<file path="config.mk">
export PLATFORM = sky130hd
export DESIGN_NAME = cpu_step_controller
export DESIGN_NICKNAME = d
export VERILOG_FILES = /design/src/rtl/cpu_step_controller.sv
export SDC_FILE = /design/constraint.sdc
export NUM_CORES = 1
export LEC_CHECK = 0
export ABC_AREA = 1
export CAP_MARGIN = 20
export CORE_AREA = 2 2 117 131
export CTS_CLUSTER_DIAMETER = 120
export DETAILED_ROUTE_END_ITERATION = 10
export DIE_AREA = 0 0 119 133
export GPL_TIMING_DRIVEN = 0
export PLACE_DENSITY_LB_ADDON = 0.25
export REMOVE_ABC_BUFFERS = 1
export SYNTH_ARGS = -nofsm -noshare
export SYNTH_HDL_FRONTEND = slang
export SYNTH_SLANG_ARGS = --single-unit
</file>
<file path="constraint.sdc">
create_clock -name clk -period 3.6 [get_ports clk]
set_input_delay 0.54 -clock clk [delete_from_list [all_inputs] [get_ports clk]]
set_output_delay 0.54 -clock clk [all_outputs]
set_load 0.01 [all_outputs]
</file>
<file path="src/rtl/cpu_step_controller.sv">
// Clock-enable sequencer for the single-cycle RV32I core: single-step, free-run and PC breakpoint.
// cpu_en is a one-cycle pulse that gates PC, register-file and data-memory updates.
module cpu_step_controller #(
    parameter int DEBOUNCE_CYCLES = 500000,
    parameter int RUN_DIV         = 25000000,
    parameter int CNT_W           = 26
) (
    input  logic        clk,
    input  logic        rst,
    input  logic        step_btn,
    input  logic        run_sw,
    input  logic        bp_en,
    input  logic [31:0] bp_addr,
    input  logic [31:0] pc,
    output logic        cpu_en,
    output logic        halted,
    output logic [1:0]  mode,
    output logic [31:0] instr_count
);

    typedef enum logic [1:0] {
        IDLE  = 2'b00,
        STEP  = 2'b01,
        RUN   = 2'b10,
        BREAK = 2'b11
    } state_t;

    localparam logic [CNT_W-1:0] DEB_LAST = CNT_W'(DEBOUNCE_CYCLES - 1);
    localparam logic [CNT_W-1:0] RUN_LAST = CNT_W'(RUN_DIV - 1);

    state_t           state;
    logic             step_m, step_s, run_m, run_s;
    logic             deb_lvl, deb_lvl_q;
    logic [CNT_W-1:0] deb_cnt, rate_cnt;
    logic             step_req, issue, bp_hit;

    assign step_req = deb_lvl & ~deb_lvl_q;
    assign issue    = (rate_cnt == RUN_LAST);
    assign bp_hit   = bp_en && (pc == bp_addr);
    assign mode     = state;

    always_ff @(posedge clk) begin
        if (rst) begin
            step_m      <= 1'b0;
            step_s      <= 1'b0;
            run_m       <= 1'b0;
            run_s       <= 1'b0;
            deb_lvl     <= 1'b0;
            deb_lvl_q   <= 1'b0;
            deb_cnt     <= '0;
            rate_cnt    <= '0;
            state       <= IDLE;
            cpu_en      <= 1'b0;
            halted      <= 1'b0;
            instr_count <= 32'd0;
        end else begin
            step_m    <= step_btn;
            step_s    <= step_m;
            run_m     <= run_sw;
            run_s     <= run_m;
            deb_lvl_q <= deb_lvl;

            // Count consecutive samples that disagree with the accepted level; any agreeing sample restarts it.
            if (step_s == deb_lvl) begin
                deb_cnt <= '0;
            end else if (deb_cnt == DEB_LAST) begin
                deb_lvl <= step_s;
                deb_cnt <= '0;
            end else begin
                deb_cnt <= deb_cnt + 1'b1;
            end

            if (cpu_en) begin
                instr_count <= instr_count + 32'd1;
            end

            cpu_en <= 1'b0;
            case (state)
                IDLE: begin
                    if (run_s) begin
                        state    <= RUN;
                        rate_cnt <= '0;
                    end else if (step_req) begin
                        state  <= STEP;
                        cpu_en <= 1'b1;
                    end
                end
                STEP: begin
                    state <= IDLE;
                end
                RUN: begin
                    if (!run_s) begin
                        state    <= IDLE;
                        rate_cnt <= '0;
                    end else if (issue) begin
                        rate_cnt <= '0;
                        if (bp_hit) begin
                            state  <= BREAK;
                            halted <= 1'b1;
                        end else begin
                            cpu_en <= 1'b1;
                        end
                    end else begin
                        rate_cnt <= rate_cnt + 1'b1;
                    end
                end
                BREAK: begin
                    if (!run_s) begin
                        state  <= IDLE;
                        halted <= 1'b0;
                    end else if (step_req) begin
                        state  <= STEP;
                        halted <= 1'b0;
                        cpu_en <= 1'b1;
                    end
                end
                default: state <= IDLE;
            endcase
        end
    end

endmodule

</file>
# Yosys cells after proc, flatten, opt, wreduce, memory -nomap -nowiden
# Index checks and enable logic that the tools add are counted.
# totals
ff_bits	94
in_bits	69
out_inout_bits	36
word_cells	65
# op_classes
add_sub_neg	3
n_eq_ne	14
mux	24
n_bitwise	3
reduce_logical	9
# op_table
op	n
26-bit 2-to-1 mux	3
26-bit by 1-bit adder with 26-bit output, second input constant	2
26-bit one-hot mux with 2 select lines	1
32-bit by 1-bit adder with 32-bit output, second input constant	1
32-bit equality test	1
26-bit by 19-bit equality test with 1-bit output, second input constant	1
26-bit by 25-bit equality test with 1-bit output, second input constant	1
2-bit 2-to-1 mux	6
1-bit 2-to-1 mux	11
3-bit inequality test, second input constant	3
2-bit inequality test, second input constant	4
2-bit one-hot mux with 4 select lines	1
2-bit AND reduction	3
5-bit AND reduction	1
2-bit equality test, second input constant	2
2-bit nonzero test	2
1-bit one-hot mux with 3 select lines	1
3-bit OR reduction	1
2-bit by 1-bit equality test with 1-bit output, second input constant	1
2-bit zero test	1
1-bit NOT	2
1-bit one-hot mux with 2 select lines	1
1-bit bitwise AND	1
1-bit equality test	1
1-bit logical AND	1

# Logic depth before layout (Yosys ltp)
# Gate-level depths: netlist of the first run.
# logic_depth
ltp_word	6
depth_mapped	12
mapped_depth_nobuf	12

# Least setup slack after synthesis of the first run
# Ideal clock, no wire load.
# synth_timing
path_kind	register -> register
start	register deb_cnt[0]
end	register deb_cnt[13]
setup_ns	0.121
arrival_time_ns	1.462
t_required_ns	3.479
setup_slack_ns	2.017
path_stages_with_launch	10
path_buffers	1
period_less_slack_ns	1.583
cell_sequence	dfxtp_1 ha_1 nand2_1 nor2_4 inv_1 nor3_1 nand4_1 nand2_2 buf_6 nor3_1
# synth_between
elab_chain_len	2
word_cells_on_any_way	3
classes_between	add/sub: 1; eq/ne: 1; reduce/logical: 1
# synth_lines
item	line	text
start, declared	34	logic [CNT_W-1:0] deb_cnt, rate_cnt;
start signal, assigned	70	deb_cnt <= deb_cnt + 1'b1;
branches (longest 2 deep; another with 26-bit by 1-bit adder with 26-bit output)	n/a	
# Several ways; the timed one is not identified.
# A chain may end at the register's enable or synchronous reset.

# Worst setup path in the final report of the first run
# layout_timing
start	input rst
end	register deb_cnt[22]
# layout_between
elab_chain_len	1
# layout_lines
item	line	text
start, declared	9	input logic rst,
3-bit OR reduction (no line)	n/a	
# No other way between the ends.

==> results of run 1 <==
==> stage by stage <==
stage	instances	instance area (µm²)
after floorplan	924	5649
after global placement	1224	6935
after detailed placement	1224	6935
after CTS	1240	7258
after global routing	1241	7273
final	1241	7273
==> cells by family (layout without fill, tap and decap cells) <==
group | after synthesis | count (layout) | synth area share
simple gates | 580 | 580 | 0.4450
xor+xnor | 31 | 31 | 0.04757
fa+ha+maj | 3 | 3 | 0.006577
compound gates | 62 | 62 | 0.05962
buf+inv | 163 | 275 | 0.1116
flops | 94 | 94 | 0.3297
==> power breakdown <==
group          internal [µW]  total, µW  leakage [µW]  switching (µW)
Sequential              1040       1050      0.000758            4.06
Clock                    617       1050      0.000159             434
Combinational            107        208       0.00214             102
==> tightest hold or removal path, stage by stage, from the launching register on <==
cell     delay (ns)
dfxtp_1        0.30
inv_1          0.04
nor2_1         0.03
==> registers in the layout, summed over array words and instances, names as in the netlist, 2 cells and up <==
name	cells
mode	2
instr_count	32
rate_cnt	26
deb_cnt	26
==> layout make-up <==
type	count	area (µm²)	area share
Multi-Input combinational cell	676	3189	0.4385
Sequential cell	94	1882	0.2587
Timing Repair Buffer	105	1056	0.1452
Inverter	154	578.1	0.07948
Tap cell	196	245.2	0.03372
Clock buffer	10	229.0	0.03148
Clock inverter	6	93.84	0.01290
==> cell usage in the layout (no fill, tap or decap), types with 18 or more instances in the layout <==
master           instances
a21oi_1                 34
nor2_1                 174
o21ai_0                 18
nand2_1                264
nand3_1                 43
clkdlybuf4s50_1        104
inv_1                  150
xor2_1                  22
dfxtp_1                 94
nor3_1                  30
nand4_1                 19
==> routing by layer <==
metal,part of all wire,global-route usage
met4,0.017,0.06085
met5,0,0
met1,0.48,0.2277
met2,0.47,0.3046
met3,0.041,0.02586
==> synthesized netlist by cell type (all sizes together) <==
cell and instances:
nand2 273, nor2 186, inv 154, dfxtp 94, nand3 44, a21oi 34
nor3 32, xor2 22, nand4 20, o21ai 20, nor3b 13, xnor2 9
buf 8, or2 5, ha 3, nand3b 3, nor4 3, a211oi 2
o21a 2, a21boi 1, and3 1, clkbuf 1, o211ai 1, o21bai 1
o22ai 1
==> worst min-delay path by stage <==
stage	depth (start not counted)	to	start
after global routing	2	run_s	run_m
after detailed placement	2	run_s	run_m
after CTS	2	run_s	run_m
final	2	run_s	run_m
after global placement	2	run_s	run_m
after floorplan	2	run_s	run_m
==> results.cfg, run 1 <==
[floorplan]
io_pins = 105
die_y_um = 133
core_area_mm2 = 0.01464
die_w_um = 119
initial_core_util = 0.3898
die_area_mm2 = 0.01583
rows = 47

[worst_setup_path]
critical_path.top_delay_family = buffers and inverters
slowest_stage = clkdlybuf4s50_1
r2r-end = rate_cnt[19]
crit_path_end_kind = register
required_ns = 3.87
critPathMaxFanout = 26
crit_start = rst
max_stage_delay_ns = 0.62
reg2reg_from = rate_cnt[0]
crit_chain = clkdlybuf4s50_1 -> buf_8 -> inv_1 -> o21ai_0 -> a21oi_1 -> nand2_2 -> nor3b_1
r2r_slack_ns = 1.47
crit_path_end = deb_cnt[22]
critPathKind = in2reg
worst_r2r_path_depth = 12
crit_buf_inv = 3
worstSetupStartpointType = input pin
cp.arrival_ns = 2.89
crit_cells = 7

[cts]
cts_tree = yes
numCtsBuffers = 9
post_cts_buffers = 0
cts_root_buffer = clkbuf_16
clk_latency_ns = 0.35
cts_buffer_depth = 2
path_clk_slew_ns = 0.07
cts_resized = 0
htreeDepth = 3
cts_sinks = 94
ctsHoldBuffers = 0

[sta]
final.setup.worst_slack_ns = 0.9734
worstMarginPinSlew_ns = 0.6041
rsz0062_at_grt = no
setup_viol = 0
min_period_over_period = 0.7296
max_freq_ghz = 0.3807
slew_headroom = 0.5968
post-route-min-period_ns = 2.627
finalHoldWorstSlack_ns = 0.4000
slew_violations = 0
hold_violations = 0
finalSetupTns_ns = 0
skew_ns = 0.007495

[placement]
io_buffers = 104
hpwlAfterDp_um = 10680
place_congestion = 0.8711
dp_worst_setup_slack_ns = 0.1209

[synthesis]
yosysTopAreaCell = dfxtp_1
netlist.area_leader.share = 0.3297
yosys_warnings = 0
synth_area_per_cell_um2 = 6.118
synth.cell_area_mm2 = 0.005708
ys_ff_latch = 94
synth.distinct_cells = 40
synth_cells = 933
ys_top_cells_by_area = dfxtp_1 (33%), nand2_1 (17%), nor2_1 (11%)
ys_seq_area_frac = 0.3297

[cells_and_area]
post-route-util = 0.4967
syn_to_final_growth_pct = 27.42
layout.nets = 1112
num-fill-cells = 1525
antenna_cells = 0
layout-drive-gt1-share = 0.05263

[grt]
antenna_found_initial = 0
grt_max_degree = 28
grt_usage = 0.1777
grt_pass1_wl_um = 23320
grt-ovfl-total = 0
grt_pass1_vias = 5202

[power_and_ir_drop]
vdd_drop_max_v = 0.0002082
p_total_uw = 2306
power_density_mw_per_mm2 = 317.1
p_leak_uw = 0.003061

[detailed_routing]
drtIter0Drc = 285
vias = 5692
firstDrtPassIters = 5
routed_wl_um = 13760
drc = 0
ant_nets = 0
wl_per_cell_um = 11.09
routed_via_density = 4.587

[flow_run]
cap_viol_max_count = 0

[min_path]
min_path_type = reg2reg

[status]
outcome = completed
Power figures use the tool's default switching activity.
==> run 2, diff against run 1 <==
clock period = 2.5 ns   (was 3.6 ns; I/O delays follow)
==> results.cfg, run 2 (same netlist as run 1, synthesis figures left out) <==
[sta]
worstMarginPinSlew_ns = 0.6443
finalHoldWorstSlack_ns = 0.3994
min_period_over_period = 0.8566
hold_violations = 0
final.setup.worst_slack_ns = 0.3586
slew_violations = 0
setup_viol = 0
post-route-min-period_ns = 2.141
finalSetupTns_ns = 0
rsz0062_at_grt = no
slew_headroom = 0.5704
max_freq_ghz = 0.4670
skew_ns = 0.007028

[power_and_ir_drop]
power_density_mw_per_mm2 = 456.8
vdd_drop_max_v = 0.0002997
p_leak_uw = 0.003049

[detailed_routing]
vias = 5678
routed_via_density = 4.579
wl_per_cell_um = 11.08
drc = 0
firstDrtPassIters = 6
ant_nets = 0
routed_wl_um = 13740
drtIter0Drc = 279

[worst_setup_path]
crit_path_end = rate_cnt[19]
max_stage_delay_ns = 0.60
reg2reg_from = rate_cnt[0]
crit_start = rst
required_ns = 2.75
r2r_slack_ns = 0.36
critPathMaxFanout = 27
crit_cells = 6
critical_path.top_delay_family = buffers and inverters
crit_path_end_kind = register
critPathKind = in2reg
r2r-end = rate_cnt[19]
worst_r2r_path_depth = 12
crit_buf_inv = 3
crit_chain = clkdlybuf4s15_2 -> clkinvlp_4 -> nand2_2 -> inv_1 -> nand2_1 -> nor2_1
slowest_stage = clkdlybuf4s15_2
worstSetupStartpointType = input pin
cp.arrival_ns = 2.39

[floorplan]
die_area_mm2 = 0.01583
die_y_um = 133
rows = 47
initial_core_util = 0.3898
io_pins = 105
die_w_um = 119
core_area_mm2 = 0.01464

[placement]
hpwlAfterDp_um = 10680
dp_worst_setup_slack_ns = -0.8141
place_congestion = 0.8711
io_buffers = 104

[grt]
grt_pass1_vias = 5202
antenna_found_initial = 0
grt_max_degree = 28
grt-ovfl-total = 0
grt_pass1_wl_um = 23320
grt_usage = 0.1777

[cts]
cts_sinks = 94
numCtsBuffers = 9
path_clk_slew_ns = 0.07
cts_buffer_depth = 2
htreeDepth = 3
clk_latency_ns = 0.35
cts_root_buffer = clkbuf_16
cts_tree = yes
post_cts_buffers = 0

[cells_and_area]
regMostFlops = instr_count
regArea_mm2 = 0.001882
layout-drive-gt1-share = 0.05364
final_cell_mix = nand2_1 (264), nor2_1 (174), inv_1 (149)
post-route-util = 0.4960
syn_to_final_growth_pct = 27.25
largestRegisters = instr_count x32, deb_cnt x26, rate_cnt x26
final_common_cell = nand2_1
num-fill-cells = 1525
antenna_cells = 0
largest_reg_flops = 32
layout.nets = 1111
multi_input_area_mm2 = 0.003189

[min_path]
whs_path_depth = 2
min_path_type = reg2reg

[flow_run]
cap_viol_max_count = 0

[status]
outcome = completed
==> run 2: changes by cell type in the layout (fill, tap and decap cells not counted), sizes merged <==
| cell | delta |
|---|---|
| clkdlybuf4s15 | +1 |
| clkdlybuf4s50 | -1 |
| inv | -1 |
| buf | -1 |
| clkinvlp | +1 |
==> run 2: worst min path at each step <==
stage,start,endpoint,slack [ns]
2_1_floorplan,run_m,run_s,0.39
3_3_place_gp,run_m,run_s,0.40
3_5_place_dp,run_m,run_s,0.40
4_1_cts,run_m,run_s,0.40
5_1_grt,run_m,run_s,0.42
6_report,run_m,run_s,0.40
==> run 2: report_power, final <==
part | switching, µW | leakage [µW] | internal, µW
clock network | 624 | 0.000159 | 888
logic | 146 | 0.00213 | 151
registers | 5.88 | 0.000758 | 1500
total | 776 | 0.00305 | 2540
==> run 2: worst reg2reg max path: cells and delay by family, from the launching register on <==
kind                     cells  cell delay (ns)
AND/OR/NAND/NOR              9             1.18
flip-flops                   1             0.38
adder cells (fa/ha/maj)      1             0.18
buffers and inverters        2             0.30
==> run 2: layer usage <==
layer	GRT usage	up-vias	routed length, µm
li1	-	3103	-
met1	0.2277	2453	6451
met2	0.3046	108	6448
met3	0.02586	14	608
met4	0.06085	0	228
met5	0	-	0
==> run 2: through the flow <==
step           instance area (µm²)  instances  power [µW]
6_report                      7263       1240        3318
5_1_grt                       7263       1240        3461
4_1_cts                       7263       1240        3357
3_5_place_dp                  6935       1224        1841
3_3_place_gp                  6935       1224        1838
2_1_floorplan                 5649        924        1679
==> run 2: repair_timing <==
action | in CTS | in global routing
endpoints found under the setup margin | 51 | 0
hold buffers | 0 | 0
resized for setup | 4 | 0
==> run 2: cell type report <==
type | count | share of cell area
multi-input cells | 676 | 0.4391
flip-flops and latches | 94 | 0.2591
repair buffers | 104 | 0.1435
inverters | 154 | 0.08010
well taps | 196 | 0.03376
clock buffers | 10 | 0.03152
clock inverters | 6 | 0.01292
